$ cat config.mk
export PLATFORM = sky130hd
export DESIGN_NAME = code_conv_pipe
export DESIGN_NICKNAME = d
export VERILOG_FILES = /design/src/rtl/code_conv_pipe.sv
export SDC_FILE = /design/constraint.sdc
export NUM_CORES = 1
export LEC_CHECK = 0
export ABC_AREA = 1
export BUFFER_PORTS_ARGS = -buffer_cell sky130_fd_sc_hd__buf_2
export CAP_MARGIN = 40
export CORE_MARGIN = 4
export CORE_UTILIZATION = 41
export DETAILED_ROUTE_END_ITERATION = 7
export SYNTH_ARGS = -nofsm -noshare
export SYNTH_HDL_FRONTEND = slang
export SYNTH_SLANG_ARGS = --single-unit
$ cat constraint.sdc
create_clock -name clk -period 3 [get_ports clk]
set_input_delay 0.3 -clock clk [delete_from_list [all_inputs] [get_ports clk]]
set_output_delay 0.3 -clock clk [all_outputs]
set_load 0.01 [all_outputs]
$ cat src/rtl/code_conv_pipe.sv
// rtl/code_conv_pipe.sv - two-stage valid/ready binary/Gray/BCD/excess-3 code converter
// S1 captures word+mode, S2 holds the converted word; counters track delivered words.
module code_conv_pipe #(
    parameter int WIDTH = 4,
    parameter int CNT_W = 8
) (
    input  logic             clk,
    input  logic             rst_n,
    input  logic             in_valid,
    output logic             in_ready,
    input  logic [WIDTH-1:0] in_data,
    input  logic [1:0]       in_mode,
    output logic             out_valid,
    input  logic             out_ready,
    output logic [WIDTH-1:0] out_data,
    output logic             out_err,
    output logic [CNT_W-1:0] conv_cnt,
    output logic [CNT_W-1:0] err_cnt
);
    localparam int NIB = WIDTH / 4;

    logic             r_s1_valid;
    logic [WIDTH-1:0] r_s1_data;
    logic [1:0]       r_s1_mode;
    logic             r_s2_valid;
    logic [WIDTH-1:0] r_s2_data;
    logic             r_s2_err;
    logic [CNT_W-1:0] r_conv_cnt;
    logic [CNT_W-1:0] r_err_cnt;

    logic             w_s2_load;
    logic             w_accept;
    logic             w_out_hs;
    logic [WIDTH-1:0] w_gray;
    logic [WIDTH-1:0] w_bin;
    logic [WIDTH-1:0] w_xs3;
    logic [WIDTH-1:0] w_bcd;
    logic             w_xs3_err;
    logic             w_bcd_err;
    logic [WIDTH-1:0] w_conv_data;
    logic             w_conv_err;

    assign w_s2_load = r_s1_valid && (!r_s2_valid || out_ready);
    assign in_ready  = !r_s1_valid || w_s2_load;
    assign w_accept  = in_valid && in_ready;
    assign w_out_hs  = r_s2_valid && out_ready;

    assign w_gray = r_s1_data ^ (r_s1_data >> 1);

    // Gray decode is a running XOR from the MSB down.
    always_comb begin
        logic [WIDTH-1:0] v_bin;
        v_bin = '0;
        v_bin[WIDTH-1] = r_s1_data[WIDTH-1];
        for (int i = WIDTH - 2; i >= 0; i--) begin
            v_bin[i] = v_bin[i+1] ^ r_s1_data[i];
        end
        w_bin = v_bin;
    end

    // Invalid digits are still converted modulo 16, only flagged.
    always_comb begin
        logic [3:0] v_nib;
        w_xs3     = '0;
        w_bcd     = '0;
        w_xs3_err = 1'b0;
        w_bcd_err = 1'b0;
        for (int n = 0; n < NIB; n++) begin
            v_nib = r_s1_data[4*n +: 4];
            w_xs3[4*n +: 4] = v_nib + 4'd3;
            w_bcd[4*n +: 4] = v_nib - 4'd3;
            if (v_nib > 4'd9) begin
                w_xs3_err = 1'b1;
            end
            if ((v_nib < 4'd3) || (v_nib > 4'd12)) begin
                w_bcd_err = 1'b1;
            end
        end
    end

    always_comb begin
        w_conv_data = w_gray;
        w_conv_err  = 1'b0;
        case (r_s1_mode)
            2'd0: begin
                w_conv_data = w_gray;
                w_conv_err  = 1'b0;
            end
            2'd1: begin
                w_conv_data = w_bin;
                w_conv_err  = 1'b0;
            end
            2'd2: begin
                w_conv_data = w_xs3;
                w_conv_err  = w_xs3_err;
            end
            default: begin
                w_conv_data = w_bcd;
                w_conv_err  = w_bcd_err;
            end
        endcase
    end

    always_ff @(posedge clk or negedge rst_n) begin
        if (!rst_n) begin
            r_s1_valid <= 1'b0;
            r_s1_data  <= '0;
            r_s1_mode  <= 2'd0;
        end else if (w_accept) begin
            r_s1_valid <= 1'b1;
            r_s1_data  <= in_data;
            r_s1_mode  <= in_mode;
        end else if (w_s2_load) begin
            r_s1_valid <= 1'b0;
        end
    end

    always_ff @(posedge clk or negedge rst_n) begin
        if (!rst_n) begin
            r_s2_valid <= 1'b0;
            r_s2_data  <= '0;
            r_s2_err   <= 1'b0;
        end else if (w_s2_load) begin
            r_s2_valid <= 1'b1;
            r_s2_data  <= w_conv_data;
            r_s2_err   <= w_conv_err;
        end else if (w_out_hs) begin
            r_s2_valid <= 1'b0;
        end
    end

    always_ff @(posedge clk or negedge rst_n) begin
        if (!rst_n) begin
            r_conv_cnt <= '0;
            r_err_cnt  <= '0;
        end else if (w_out_hs) begin
            if (r_conv_cnt != '1) begin
                r_conv_cnt <= r_conv_cnt + CNT_W'(1);
            end
            if (r_s2_err && (r_err_cnt != '1)) begin
                r_err_cnt <= r_err_cnt + CNT_W'(1);
            end
        end
    end

    assign out_valid = r_s2_valid;
    assign out_data  = r_s2_data;
    assign out_err   = r_s2_err;
    assign conv_cnt  = r_conv_cnt;
    assign err_cnt   = r_err_cnt;
endmodule

# Yosys cells after proc, flatten, opt, wreduce, memory -nomap -nowiden
# Index checks and enable logic that the tools add are counted.
word_totals:
  ff_bits: 29
  output_inout_bits: 23
  inputBits: 10
classes:
  n_eq_ne: 4
  magnitude_cmp: 3
  mux: 8
  n_reduce_logical: 15
  add_sub_neg: 4
  n_bitwise: 4
ops:
  columns: ["operator", "count"]
  rows:
  - ["8-bit by 1-bit adder with 8-bit output (second input constant)", 2]
  - ["8-bit inequality test (second input constant)", 2]
  - ["4-bit case mux with 3 select lines", 1]
  - ["4-bit > comparator (second input constant)", 2]
  - ["1-bit 2-to-1 mux", 6]
  - ["4-bit by 2-bit adder with 4-bit output (second input constant)", 1]
  - ["1-bit logical AND", 4]
  - ["4-bit by 2-bit < comparator with 1-bit output (second input constant)", 1]
  - ["2-bit AND reduction", 2]
  - ["2-bit nonzero test", 2]
  - ["4-bit by 2-bit subtractor with 4-bit output (second input constant)", 1]
  - ["4-bit by 3-bit XOR with 4-bit output", 1]
  - ["1-bit logical OR", 3]
  - ["1-bit XOR", 3]
  - ["2-bit by 1-bit == test with 1-bit output (second input constant)", 1]
  - ["2-bit == test (second input constant)", 1]
  - ["1-bit zero test", 2]
  - ["2-bit zero test", 1]
  - ["1-bit case mux with 2 select lines", 1]
  - ["2-bit OR reduction", 1]

# Logic depth before layout (Yosys ltp)
# Gate-level depths: netlist of the first run.
depth:
  ltp_word: 6
  ltp_mapped: 9

# Worst setup path after synthesis of the first run
# OpenSTA, ideal clock, no wires.
synth_path:
  path_type: "reg2reg"
  start: "register r_conv_cnt[0], in the netlist conv_cnt[0]"
  end: "register r_conv_cnt[6], in the netlist conv_cnt[6]"
  path_stages_with_launch: 9
  slack_ps: 1582
  arrival_time_ps: 1301
  setup_ps: 117
  n_path_buf: 1
  required_time_ps: 2883
  cell_sequence: "dfrtp_1 > ha_1 > nand2_1 > nor2_2 > a21oi_2 > buf_6 > nand2_1 > nand2_1 > nand2_1"
synth_between:
  elab_chain_len: 2
  word_cells_on_any_way: 3
synth_rtl:
  columns: ["element", "line", "source"]
  rows:
  - ["start, declared", "28", "logic [CNT_W-1:0] r_conv_cnt;"]
  - ["start signal, assigned", "138", "r_conv_cnt <= r_conv_cnt + CNT_W'(1);"]
  - ["parallel branches: the longest is 2 deep, another holds 8-bit by 1-bit adder with 8-bit output", null, null]
# Several ways; the timed one is not identified.
# A chain may end at the register's enable or synchronous reset.

# Worst setup path in the final report of the first run
layout_path:
  start: "register r_conv_cnt[0], in the netlist conv_cnt[0]"
  end: "register r_conv_cnt[3], in the netlist conv_cnt[3]"
# Same word-level chain as after synthesis.

==> summary.txt, run 1 <==
Pwr
  – Pwr dens: 729.3 mW/mm2
  – IR drop worst, VDD: 0.0004231 V
  – Post-layout total power: 1551 uW
  – Leak: 0.001164 uW

Layout
  – P&R area growth vs syn: 17.48%
  – Register area: 725.7 um2
  – Most frequent cells in the layout: nand2_1, buf_2, inv_1, dfrtp_1
  – Nets: 299
  – Most common cell after layout, fill and taps aside: nand2_1
  – Non-filler instance count after layout: 327
  – Layout cells sized above 1: 20.58%
  – Filler instances: 418
  – Multi-input gate area in the final layout: 947.2 um2
  – Fin area: 0.002127 mm2
  – Antenna Cells: 0

Setup path
  – Worst reg2reg endpoint: conv_cnt[3]
  – Crit path buf inv count: 0
  – CP arrival: 1.81 ns
  – Max incr delay on CP: 0.45 ns
  – CP max-delay cell: dfrtp_1
  – Crit path top cell by count: nand2_1
  – Worst path required time: 3.18 ns
  – Top Family by Delay on Critical Path: flip-flops
  – Crit end category: flip-flop
  – Logic depth of the worst path, buffers included: 7
  – Max FO, Critical Path: 11
  – R2r setup slk: 1.37 ns
  – R2R Path Start: conv_cnt[0]
  – CP Cell Sequence: ha_1, nand2_1, nor2_2, a21oi_2, nand2_1, nand2_1, nand2_1
  – R2R depth: 7
  – Critical Setup Path Class: flip-flop to flip-flop
  – Critical path startpoint category: flip-flop

Timing
  – Worst clock skew: 0.007623 ns
  – Final hold violations: 0
  – Actual slew at the worst max-slew pin: 0.6630 ns
  – Worst slew margin: 55.80%
  – Slew Limit Fails: 0
  – Setup TNS: 0 ns
  – F_max: 612.6 MHz
  – Final period demand of the worst path: 1.632 ns
  – Hold_ws: 0.05263 ns
  – Period utilization: 54.42%
  – RSZ-0062 raised after global routing: false
  – # setup viols final: 0

Routing
  – Post-route ant nets: 0
  – Drt drc: 0
  – Drt first-iter violations: 44
  – DR pass1 iterations: 4
  – Total vias in the final route: 1,507
  – Wire per inst: 10.97 um
  – Via-per-instance ratio: 4.609
  – WL final: 3.587 mm

Floorplan
  – Full die area: 0.005543 mm2
  – Die Width: 74.45 um
  – # IOs: 33
  – Core Box Area: 0.004144 mm2
  – Cell Rows: 23
  – Die height: 74.45 um
  – Initial Utilization: 43.69%

Outcome
  – Status: completed

Clock tree
  – Root Driver: clkbuf_8
  – Hold-fix buffers, CTS: 0
  – CTS tree: built
  – Number of post-CTS setup repair buffers: 0
  – H-tree lvl count: 2
  – Clk sinks: 29
  – Clock-pin slew on the worst setup and hold paths: 0.07 ns
  – TritonCTS buffer count: 5
  – Clk buf depth: 2
  – Latest clock arrival within the worst-skew pair: 0.28 ns
  – Cts repair resizes: 0

Global routing
  – Vias in the first global route: 1,371
  – Largest net degree at the start of global routing: 30
  – First-pass GRT wire length: 6.272 mm
  – Gr usage total: 14.77%
  – GR Overflow Total: 0
  – Initial antenna violation count: 0

Placed design
  – Final GP Congestion: 0.8445
  – Placed cell count: 319
  – DP Area: 0.002011 mm2
  – Quantity of I/O buffers inserted on ports: 32
  – HPWL after DPL: 2.705 mm

Synth
  – Area share of the largest cell type after synthesis: 40.08%
  – Seq cells post-synth: 29
  – Post-synth top area cell: dfrtp_1
  – Post-synth EDFFs: 0
  – Count of warnings emitted by yosys: 0
  – Netlist cell types: 25
  – Async SR Flop Fraction: 100.0%
  – Avg Inst Size Synth: 7.575 um2
  – Top cells by area, synth: dfrtp_1, nand2_1, ha_1, inv_1, nand3_1
  – Sequential share of the synthesized area: 40.08%
  – Net count after synthesis: 262
  – Mapped cell area: 0.001810 mm2
  – Most used DFF post-synth: dfrtp_1
  – Post-synthesis cell count: 239

Job
  – # Max-Cap Violations: 0

Min path
  – HP Class: primary input to asynchronous set/reset pin
-- cell families after synthesis --
family | Yosys count | share of synthesized area [%]
buffers and inverters | 32 | 7.602
XOR/XNOR | 5 | 2.834
AO/OA/AOI/OAI | 17 | 5.114
flip-flops | 29 | 40.08
adder cells (fa/ha/maj) | 13 | 8.984
AND/OR/NAND/NOR | 143 | 35.38
-- flip-flops by register name, indices dropped and copies added, names as in the netlist --
register,count
conv_cnt,8
err_cnt,8
out_data,4
r_s1_data,4
r_s1_mode,2
out_err,1
out_valid,1
r_s1_valid,1
-- per-stage QoR --
step / setup slack [ns] / util [%]
3_3_place_gp: 1.410 / 48.52
6_report: 1.368 / 51.33
5_1_grt: 1.169 / 51.33
3_5_place_dp: 1.344 / 48.52
4_1_cts: 1.346 / 51.33
2_1_floorplan: 1.582 / -
-- layer usage --
layer,track usage [%],share of wire [%]
met5,0,0
met4,4.743,1.4
met3,4.730,6.2
met2,21.56,42
met1,20.77,50
-- power breakdown --
group | internal [uW] | switching, uW | total, uW
Combinational | 210 | 310 | 520
Clock | 270 | 148 | 419
Sequential | 498 | 115 | 613
Total | 979 | 573 | 1550
-- how the worst max path moves through the flow --
stage               slack [ns]   startpoint     endpoint
CTS                       1.35  conv_cnt[0]  conv_cnt[6]
global route              1.17  conv_cnt[0]  conv_cnt[4]
global placement          1.41  conv_cnt[0]  conv_cnt[3]
finish                    1.37  conv_cnt[0]  conv_cnt[3]
detailed placement        1.34  conv_cnt[0]  conv_cnt[6]
floorplan                 1.58  conv_cnt[0]  conv_cnt[6]
-- Yosys cell counts (2+ instances only) --
library cell and n:
nand2_1 88, dfrtp_1 29, inv_1 29, nand3_1 16, nor2_1 16, ha_1 13
a21oi_1 10, nand2_2 6, nand3b_1 4, o21ai_0 4, nor2_2 3, nor2_4 3
buf_6 2, nand4_1 2, nor3_1 2, xnor2_1 2, xor2_1 2
-- cell type report --
cell class / count / area share (%)
Multi-Input combinational cell: 178 / 44.53
Sequential cell: 29 / 34.12
Timing Repair Buffer: 32 / 7.529
Inverter: 30 / 5.412
Clock buffer: 7 / 4.059
Tap cell: 50 / 2.941
Clock inverter: 1 / 1.412
No activity file was read; power rests on OpenSTA's default activity.
==> run 2, diff against run 1 <==
- ABC_AREA: 1 -> 0
- PLACE_DENSITY: default -> 0.65
- clock period: 3 -> 1.5 ns (I/O delays scaled with it)
==> summary.txt, run 2 <==
Pwr
  – Power share of the clock group: 25.8% (was 27.0%)
  – Net switching fraction of the power: 32.69% (was 36.91%)
  – Leak: 0.001031 uW (was 0.001164 uW)
  – Sequential share of power: 36.8% (was 39.5%)
  – IR drop worst, VDD: 0.0008394 V (was 0.0004231 V)
  – Sw power: 1047 uW (was 572.6 uW)
  – Internal: 2155 uW (was 978.7 uW)
  – Combinational share of power: 37.3% (was 33.5%)
  – Post-layout total power: 3201 uW (was 1551 uW)
  – Pwr dens: 1482 mW/mm2 (was 729.3 mW/mm2)

Routing
  – Drt drc: 0 (unchanged)
  – WL final: 3.280 mm (was 3.587 mm)
  – Via-per-instance ratio: 5.073 (was 4.609)
  – DR pass1 iterations: 6 (was 4)
  – Wire per inst: 13.28 um (was 10.97 um)
  – Post-route ant nets: 0 (unchanged)
  – Drt first-iter violations: 50 (was 44)
  – Total vias in the final route: 1,253 (was 1,507)

Global routing
  – Largest net degree at the start of global routing: 30 (unchanged)
  – Gr usage total: 13.90% (was 14.77%)
  – First-pass GRT wire length: 5.513 mm (was 6.272 mm)
  – Initial antenna violation count: 0 (unchanged)
  – GR Overflow Total: 0 (unchanged)
  – Vias in the first global route: 1,264 (was 1,371)

Timing
  – # setup viols final: 2 (was 0)
  – RSZ-0062 raised after global routing: true (was false)
  – F_max: 663.0 MHz (was 612.6 MHz)
  – Worst slew margin: 57.21% (was 55.80%)
  – Period utilization: 100.5% (was 54.42%)
  – Worst Setup Slack, final: -0.008247 ns (was 1.368 ns)
  – Worst clock skew: 0.01165 ns (was 0.007623 ns)
  – Actual slew at the worst max-slew pin: 0.6418 ns (was 0.6630 ns)
  – Final period demand of the worst path: 1.508 ns (was 1.632 ns)
  – Hold_ws: 0.08235 ns (was 0.05263 ns)
  – Final hold violations: 0 (unchanged)
  – Slew Limit Fails: 0 (unchanged)

Layout
  – Nets: 221 (was 299)
  – Layout cells sized above 1: 45.73% (was 20.58%)
  – Filler instances: 321 (was 418)
  – P&R area growth vs syn: 36.09% (was 17.48%)
  – Most frequent cells in the layout: buf_2, dfrtp_1, nand2_1, buf_4, mux2_2 (was nand2_1, buf_2, inv_1, dfrtp_1)
  – Most common cell after layout, fill and taps aside: buf_2 (was nand2_1)
  – Antenna Cells: 0 (unchanged)

Floorplan
  – # IOs: 33 (unchanged)
  – Die height: 70.23 um (was 74.45 um)
  – Initial Utilization: 43.05% (was 43.69%)
  – Die Width: 70.23 um (was 74.45 um)
  – Cell Rows: 22 (was 23)
  – Full die area: 0.004932 mm2 (was 0.005543 mm2)
  – Core Box Area: 0.003689 mm2 (was 0.004144 mm2)

Setup path
  – Worst path required time: 1.67 ns (was 3.18 ns)
  – Critical Setup Path Class: flip-flop to flip-flop (unchanged)
  – CP Capture Point: err_cnt[6] (was conv_cnt[3])
  – CP arrival: 1.68 ns (was 1.81 ns)
  – Crit path top cell by count: and4_4 (was nand2_1)
  – Crit end category: flip-flop (unchanged)
  – Max FO, Critical Path: 3 (was 11)
  – Critical path startpoint category: flip-flop (unchanged)
  – Worst reg2reg endpoint: err_cnt[6] (was conv_cnt[3])
  – CP Cell Sequence: ha_2, and4_4, and2_4, and4_4, mux2_4 (was ha_1, nand2_1, nor2_2, a21oi_2, nand2_1, nand2_1, nand2_1)
  – R2R depth: 5 (was 7)
  – Origin of the worst setup path: err_cnt[0] (was conv_cnt[0])
  – R2R Path Start: err_cnt[0] (was conv_cnt[0])
  – Max incr delay on CP: 0.37 ns (was 0.45 ns)
  – R2r setup slk: -0.008 ns (was 1.37 ns)
  – CP max-delay cell: dfrtp_1 (unchanged)

Placed design
  – Place WS: -0.05620 ns (was 1.344 ns)
  – Final GP Congestion: 0.8550 (was 0.8445)
  – HPWL after DPL: 2.406 mm (was 2.705 mm)
  – Quantity of I/O buffers inserted on ports: 32 (unchanged)

Synth
  – Post-synthesis cell count: 146 (was 239)
  – Top cells by area, synth: dfrtp_1, ha_1, mux2_2, xnor2_1, nand2_1 (was dfrtp_1, nand2_1, ha_1, inv_1, nand3_1)
  – Avg Inst Size Synth: 10.88 um2 (was 7.575 um2)
  – Count of warnings emitted by yosys: 0 (unchanged)
  – Most frequent cell after synthesis: dfrtp_1 (was nand2_1)
  – Most used DFF post-synth: dfrtp_1 (unchanged)
  – Net count after synthesis: 169 (was 262)
  – Seq cells post-synth: 29 (unchanged)
  – Area share of the largest cell type after synthesis: 45.71% (was 40.08%)
  – Mapped cell area: 0.001588 mm2 (was 0.001810 mm2)
  – Post-synth top cells: dfrtp_1, nand2_1, ha_1, mux2_2, xnor2_1 (was nand2_1, dfrtp_1, inv_1, nand3_1, nor2_1)
  – Async SR Flop Fraction: 100.0% (unchanged)
  – Post-synth EDFFs: 0 (unchanged)
  – Post-synth top area cell: dfrtp_1 (unchanged)
  – Netlist cell types: 33 (was 25)
  – Sequential share of the synthesized area: 45.71% (was 40.08%)

Min path
  – HP Class: primary input to flip-flop (was primary input to asynchronous set/reset pin)
  – Hold Path Origin: in_valid

Clock tree
  – H-tree lvl count: 2 (unchanged)
  – Root Driver: clkbuf_8 (unchanged)
  – CTS tree: built (unchanged)
  – TritonCTS buffer count: 5 (unchanged)
  – Clk sinks: 29 (unchanged)
  – Clk buf depth: 2 (unchanged)
  – Latest clock arrival within the worst-skew pair: 0.28 ns (about the same)
  – Clock-pin slew on the worst setup and hold paths: 0.07 ns (about the same)

Outcome
  – Failing checks: setup timing
  – Status: finished with violations (was completed)

Job
  – # Max-Cap Violations: 0 (unchanged)
run 2: cell types whose count changed in the layout (fill, tap and decap cells not counted), moves of 4 or more:
| cell | previous run | this run |
|---|---|---|
| nand2_1 | 88 | 16 |
| inv_1 | 29 | 1 |
| buf_4 | 0 | 12 |
| nor2_1 | 16 | 5 |
| mux2_2 | 0 | 10 |
| nand3_1 | 16 | 6 |
| xnor2_1 | 2 | 9 |
| a21oi_1 | 10 | 4 |
| ha_1 | 13 | 8 |
| nand2_2 | 6 | 1 |
| inv_2 | 0 | 4 |
run 2: what timing repair did:
action                                 4_1_cts  5_1_grt
gates resized for setup                      5       24
pin swaps                                    3        7
endpoints found under the hold margin       29        0
setup endpoints to repair                    4        8
hold buffers                                 1        0
buffers inserted                             0        1
run 2: power groups by stage:
stage               registers, uW  logic [uW]  clock network (uW)
finish                       1180        1200                 827
global route                 1210        1310                 885
CTS                          1170        1100                 849
detailed placement           1180        1070                   0
global placement             1160        1040                   0
floorplan                    1280         469                   0
run 2: how the worst min path moves through the flow:
| stage | end | slack [ns] | cells past startpoint |
|---|---|---|---|
| global route | r_s1_valid | 0.1 | 2 |
| floorplan | conv_cnt[0] | -0.15 | 0 |
| detailed placement | out_data[1] | 0.22 | 1 |
| finish | r_s1_valid | 0.08 | 2 |
| CTS | r_s1_valid | 0.07 | 2 |
| global placement | out_data[2] | 0.20 | 1 |
run 2: critical path, delay by kind of cell, from the launching register on:
family | cells | cell delay (ns)
fa+ha+maj | 1 | 0.18
flops | 1 | 0.37
mux | 1 | 0.29
simple gates | 3 | 0.56
run 2: final cells by class:
| cell class | instances | area, um2 | area share (%) |
|---|---|---|---|
| Inverter | 5 | 18.77 | 0.8686 |
| Tap cell | 48 | 60.06 | 2.779 |
| Timing Repair Buffer | 47 | 282.8 | 13.09 |
| Sequential cell | 29 | 728.2 | 33.70 |
| Clock buffer | 7 | 86.33 | 3.995 |
| Multi-Input combinational cell | 110 | 954.7 | 44.18 |
| Clock inverter | 1 | 30.03 | 1.390 |
run 2: layer usage:
metal	global-route usage (%)	share of wire, %
met1	16.89	45
met2	22.25	49
met3	4.029	4.7
met4	7.021	1.6
met5	0	0
run 2: kinds of logic (layout without fill, tap and decap cells):
| group | count (synthesis) | after routing | share of synthesized area (%) |
|---|---|---|---|
| compound gates | 17 | 17 | 6.225 |
| xor+xnor | 15 | 15 | 8.274 |
| fa+ha+maj | 13 | 13 | 10.24 |
| buf+inv | 7 | 60 | 1.813 |
| mux | 13 | 13 | 9.299 |
| simple gates | 52 | 52 | 18.44 |
| flops | 29 | 29 | 45.71 |
run 2: stage by stage:
| step | util (%) | area [um2] | setup TNS (ns) | instances |
|---|---|---|---|---|
| floorplan | - | 1588 | -0.04183 | 146 |
| global placement | 51.39 | 1896 | 0 | 237 |
| detailed placement | 51.39 | 1896 | -0.08455 | 237 |
| global route | 58.58 | 2161 | -0.1752 | 247 |
| finish | 58.58 | 2161 | -0.009763 | 247 |
| CTS | 55.43 | 2044 | -0.004286 | 246 |
==> run 3, diff against run 2 <==
- CORE_ASPECT_RATIO: default -> 0.75
==> summary.txt, run 3 (synthesis results as in run 2) <==
Setup path
  – CP Cell Sequence: ha_2, and4_1, and2_4, and4_4, mux2_4 (was ha_2, and4_4, and2_4, and4_4, mux2_4)
  – CP arrival: 1.70 ns (was 1.68 ns)
  – Worst reg2reg endpoint: err_cnt[6] (unchanged)
  – R2r setup slk: -0.03 ns (was -0.008 ns)
  – Critical Setup Path Class: flip-flop to flip-flop (unchanged)
  – Crit path buf inv count: 0 (unchanged)
  – Top Family by Delay on Critical Path: simple AND/OR/NAND/NOR gates (unchanged)
  – R2R Path Start: err_cnt[1] (was err_cnt[0])
  – Max incr delay on CP: 0.37 ns (about the same)
  – R2R depth: 5 (unchanged)
  – CP max-delay cell: dfrtp_1 (unchanged)
  – Max FO, Critical Path: 3 (unchanged)
  – Worst path required time: 1.68 ns (was 1.67 ns)
  – Crit end category: flip-flop (unchanged)
  – Critical path startpoint category: flip-flop (unchanged)

Timing
  – Final period demand of the worst path: 1.528 ns (was 1.508 ns)
  – Worst Setup Slack, final: -0.02804 ns (was -0.008247 ns)
  – Period utilization: 101.9% (was 100.5%)
  – RSZ-0062 raised after global routing: true (unchanged)
  – Worst slew margin: 55.58% (was 57.21%)
  – Final hold violations: 0 (unchanged)
  – Actual slew at the worst max-slew pin: 0.6664 ns (was 0.6418 ns)
  – Worst clock skew: 0.006554 ns (was 0.01165 ns)
  – # setup viols final: 1 (was 2)
  – F_max: 654.4 MHz (was 663.0 MHz)
  – Slew Limit Fails: 0 (unchanged)

Clock tree
  – Clk buf depth: 2 (unchanged)
  – H-tree lvl count: 2 (unchanged)
  – Root Driver: clkbuf_8 (unchanged)
  – TritonCTS buffer count: 5 (unchanged)
  – CTS tree: built (unchanged)
  – Clock-pin slew on the worst setup and hold paths: 0.07 ns (about the same)
  – Clk sinks: 29 (unchanged)
  – Latest clock arrival within the worst-skew pair: 0.29 ns (was 0.28 ns)

Floorplan
  – Core Box Area: 0.003685 mm2 (was 0.003689 mm2)
  – Full die area: 0.004943 mm2 (was 0.004932 mm2)
  – Die Width: 79.86 um (was 70.23 um)
  – Initial Utilization: 43.09% (was 43.05%)
  – Cell Rows: 19 (was 22)
  – # IOs: 33 (unchanged)
  – Die height: 61.90 um (was 70.23 um)

Pwr
  – Pwr dens: 1448 mW/mm2 (was 1482 mW/mm2)
  – Leak: 0.001045 uW (was 0.001031 uW)
  – IR drop worst, VDD: 0.0007673 V (was 0.0008394 V)
  – Post-layout total power: 3103 uW (was 3201 uW)

Routing
  – Via-per-instance ratio: 5.008 (was 5.073)
  – Post-route ant nets: 0 (unchanged)
  – Drt first-iter violations: 50 (unchanged)
  – DR pass1 iterations: 4 (was 6)
  – Wire per inst: 14.33 um (was 13.28 um)
  – Total vias in the final route: 1,272 (was 1,253)
  – Drt drc: 0 (unchanged)
  – WL final: 3.639 mm (was 3.280 mm)

Min path
  – Hold path endpoint: r_s1_valid (unchanged)
  – HP Class: primary input to flip-flop (unchanged)
  – Hold depth: 2 (unchanged)
  – Hold Path Origin: in_valid (unchanged)

Outcome
  – Status: finished with violations (unchanged)
  – Failing checks: setup timing (unchanged)

Global routing
  – Vias in the first global route: 1,271 (was 1,264)
  – GR Overflow Total: 0 (unchanged)
  – First-pass GRT wire length: 5.830 mm (was 5.513 mm)
  – Largest net degree at the start of global routing: 30 (unchanged)
  – Gr usage total: 15.81% (was 13.90%)
  – Initial antenna violation count: 0 (unchanged)

Placed design
  – DP Area: 0.001901 mm2 (was 0.001896 mm2)
  – Final GP Congestion: 0.8004 (was 0.8550)
  – Place WS: -0.04124 ns (was -0.05620 ns)
  – HPWL after DPL: 2.532 mm (was 2.406 mm)
  – Quantity of I/O buffers inserted on ports: 32 (unchanged)

Layout
  – Layout cells sized above 1: 45.05% (was 45.73%)
  – Antenna Cells: 0 (unchanged)
  – Multi-input gate area in the final layout: 920.9 um2 (was 954.7 um2)
  – Nets: 224 (was 221)
  – Fin area: 0.002143 mm2 (was 0.002161 mm2)
  – Filler instances: 334 (was 321)
  – Most frequent cells in the layout: buf_2, dfrtp_1, nand2_1, buf_4 (was buf_2, dfrtp_1, nand2_1, buf_4, mux2_2)
  – Utilization after layout: 58.17% (was 58.58%)
  – Most common cell after layout, fill and taps aside: buf_2 (unchanged)
  – P&R area growth vs syn: 34.99% (was 36.09%)
  – Register area: 728.2 um2 (unchanged)

Job
  – # Max-Cap Violations: 0 (unchanged)
[run 3: layout make-up]
cell class,count,share of cell area [%]
Sequential cell,29,33.98
Inverter,5,0.8757
Tap cell,52,3.036
Multi-Input combinational cell,110,42.97
Clock inverter,1,0.2335
Timing Repair Buffer,50,14.42
Clock buffer,7,4.495
[run 3: metrics by stage]
stage	std cells	hold slack (ns)	TNS [ns]
final	254	0.06325	-0.02804
after global routing	254	0.06948	-0.1344
after CTS	253	0.05945	-0.02291
after detailed placement	241	0.2245	-0.09238
after global placement	241	0.2142	0
after floorplan	146	-0.1456	-0.04183
[run 3: layer usage]
metal | up-vias | global-route usage, % | part of all wire [%]
met5 | - | 0 | 0
met3 | 11 | 4.899 | 5.5
li1 | 614 | - | -
met2 | 31 | 27.71 | 49
met4 | 0 | 5.783 | 2.8
met1 | 616 | 18.78 | 43
[run 3: worst max-delay path by stage]
stage	startpoint	endpoint	cells past startpoint
finish	err_cnt[1]	err_cnt[6]	5
floorplan	err_cnt[0]	err_cnt[6]	5
CTS	err_cnt[1]	err_cnt[6]	5
global placement	r_s1_data[2]	out_data[3]	6
global route	r_s1_data[2]	out_data[3]	6
detailed placement	r_s1_data[2]	out_data[1]	6
[run 3: what timing repair did]
item / CTS / global route
setup endpoints to repair: 6 / 8
endpoints found under the hold margin: 29 / 0
gates resized for setup: 7 / 20
hold buffers: 1 / 0
setup buffers: 3 / 1
pin swaps: 3 / 3
[run 3: power by group]
group	internal [uW]	switching (uW)	total, uW
Clock	414	312	726
Combinational	628	575	1200
Sequential	991	183	1170
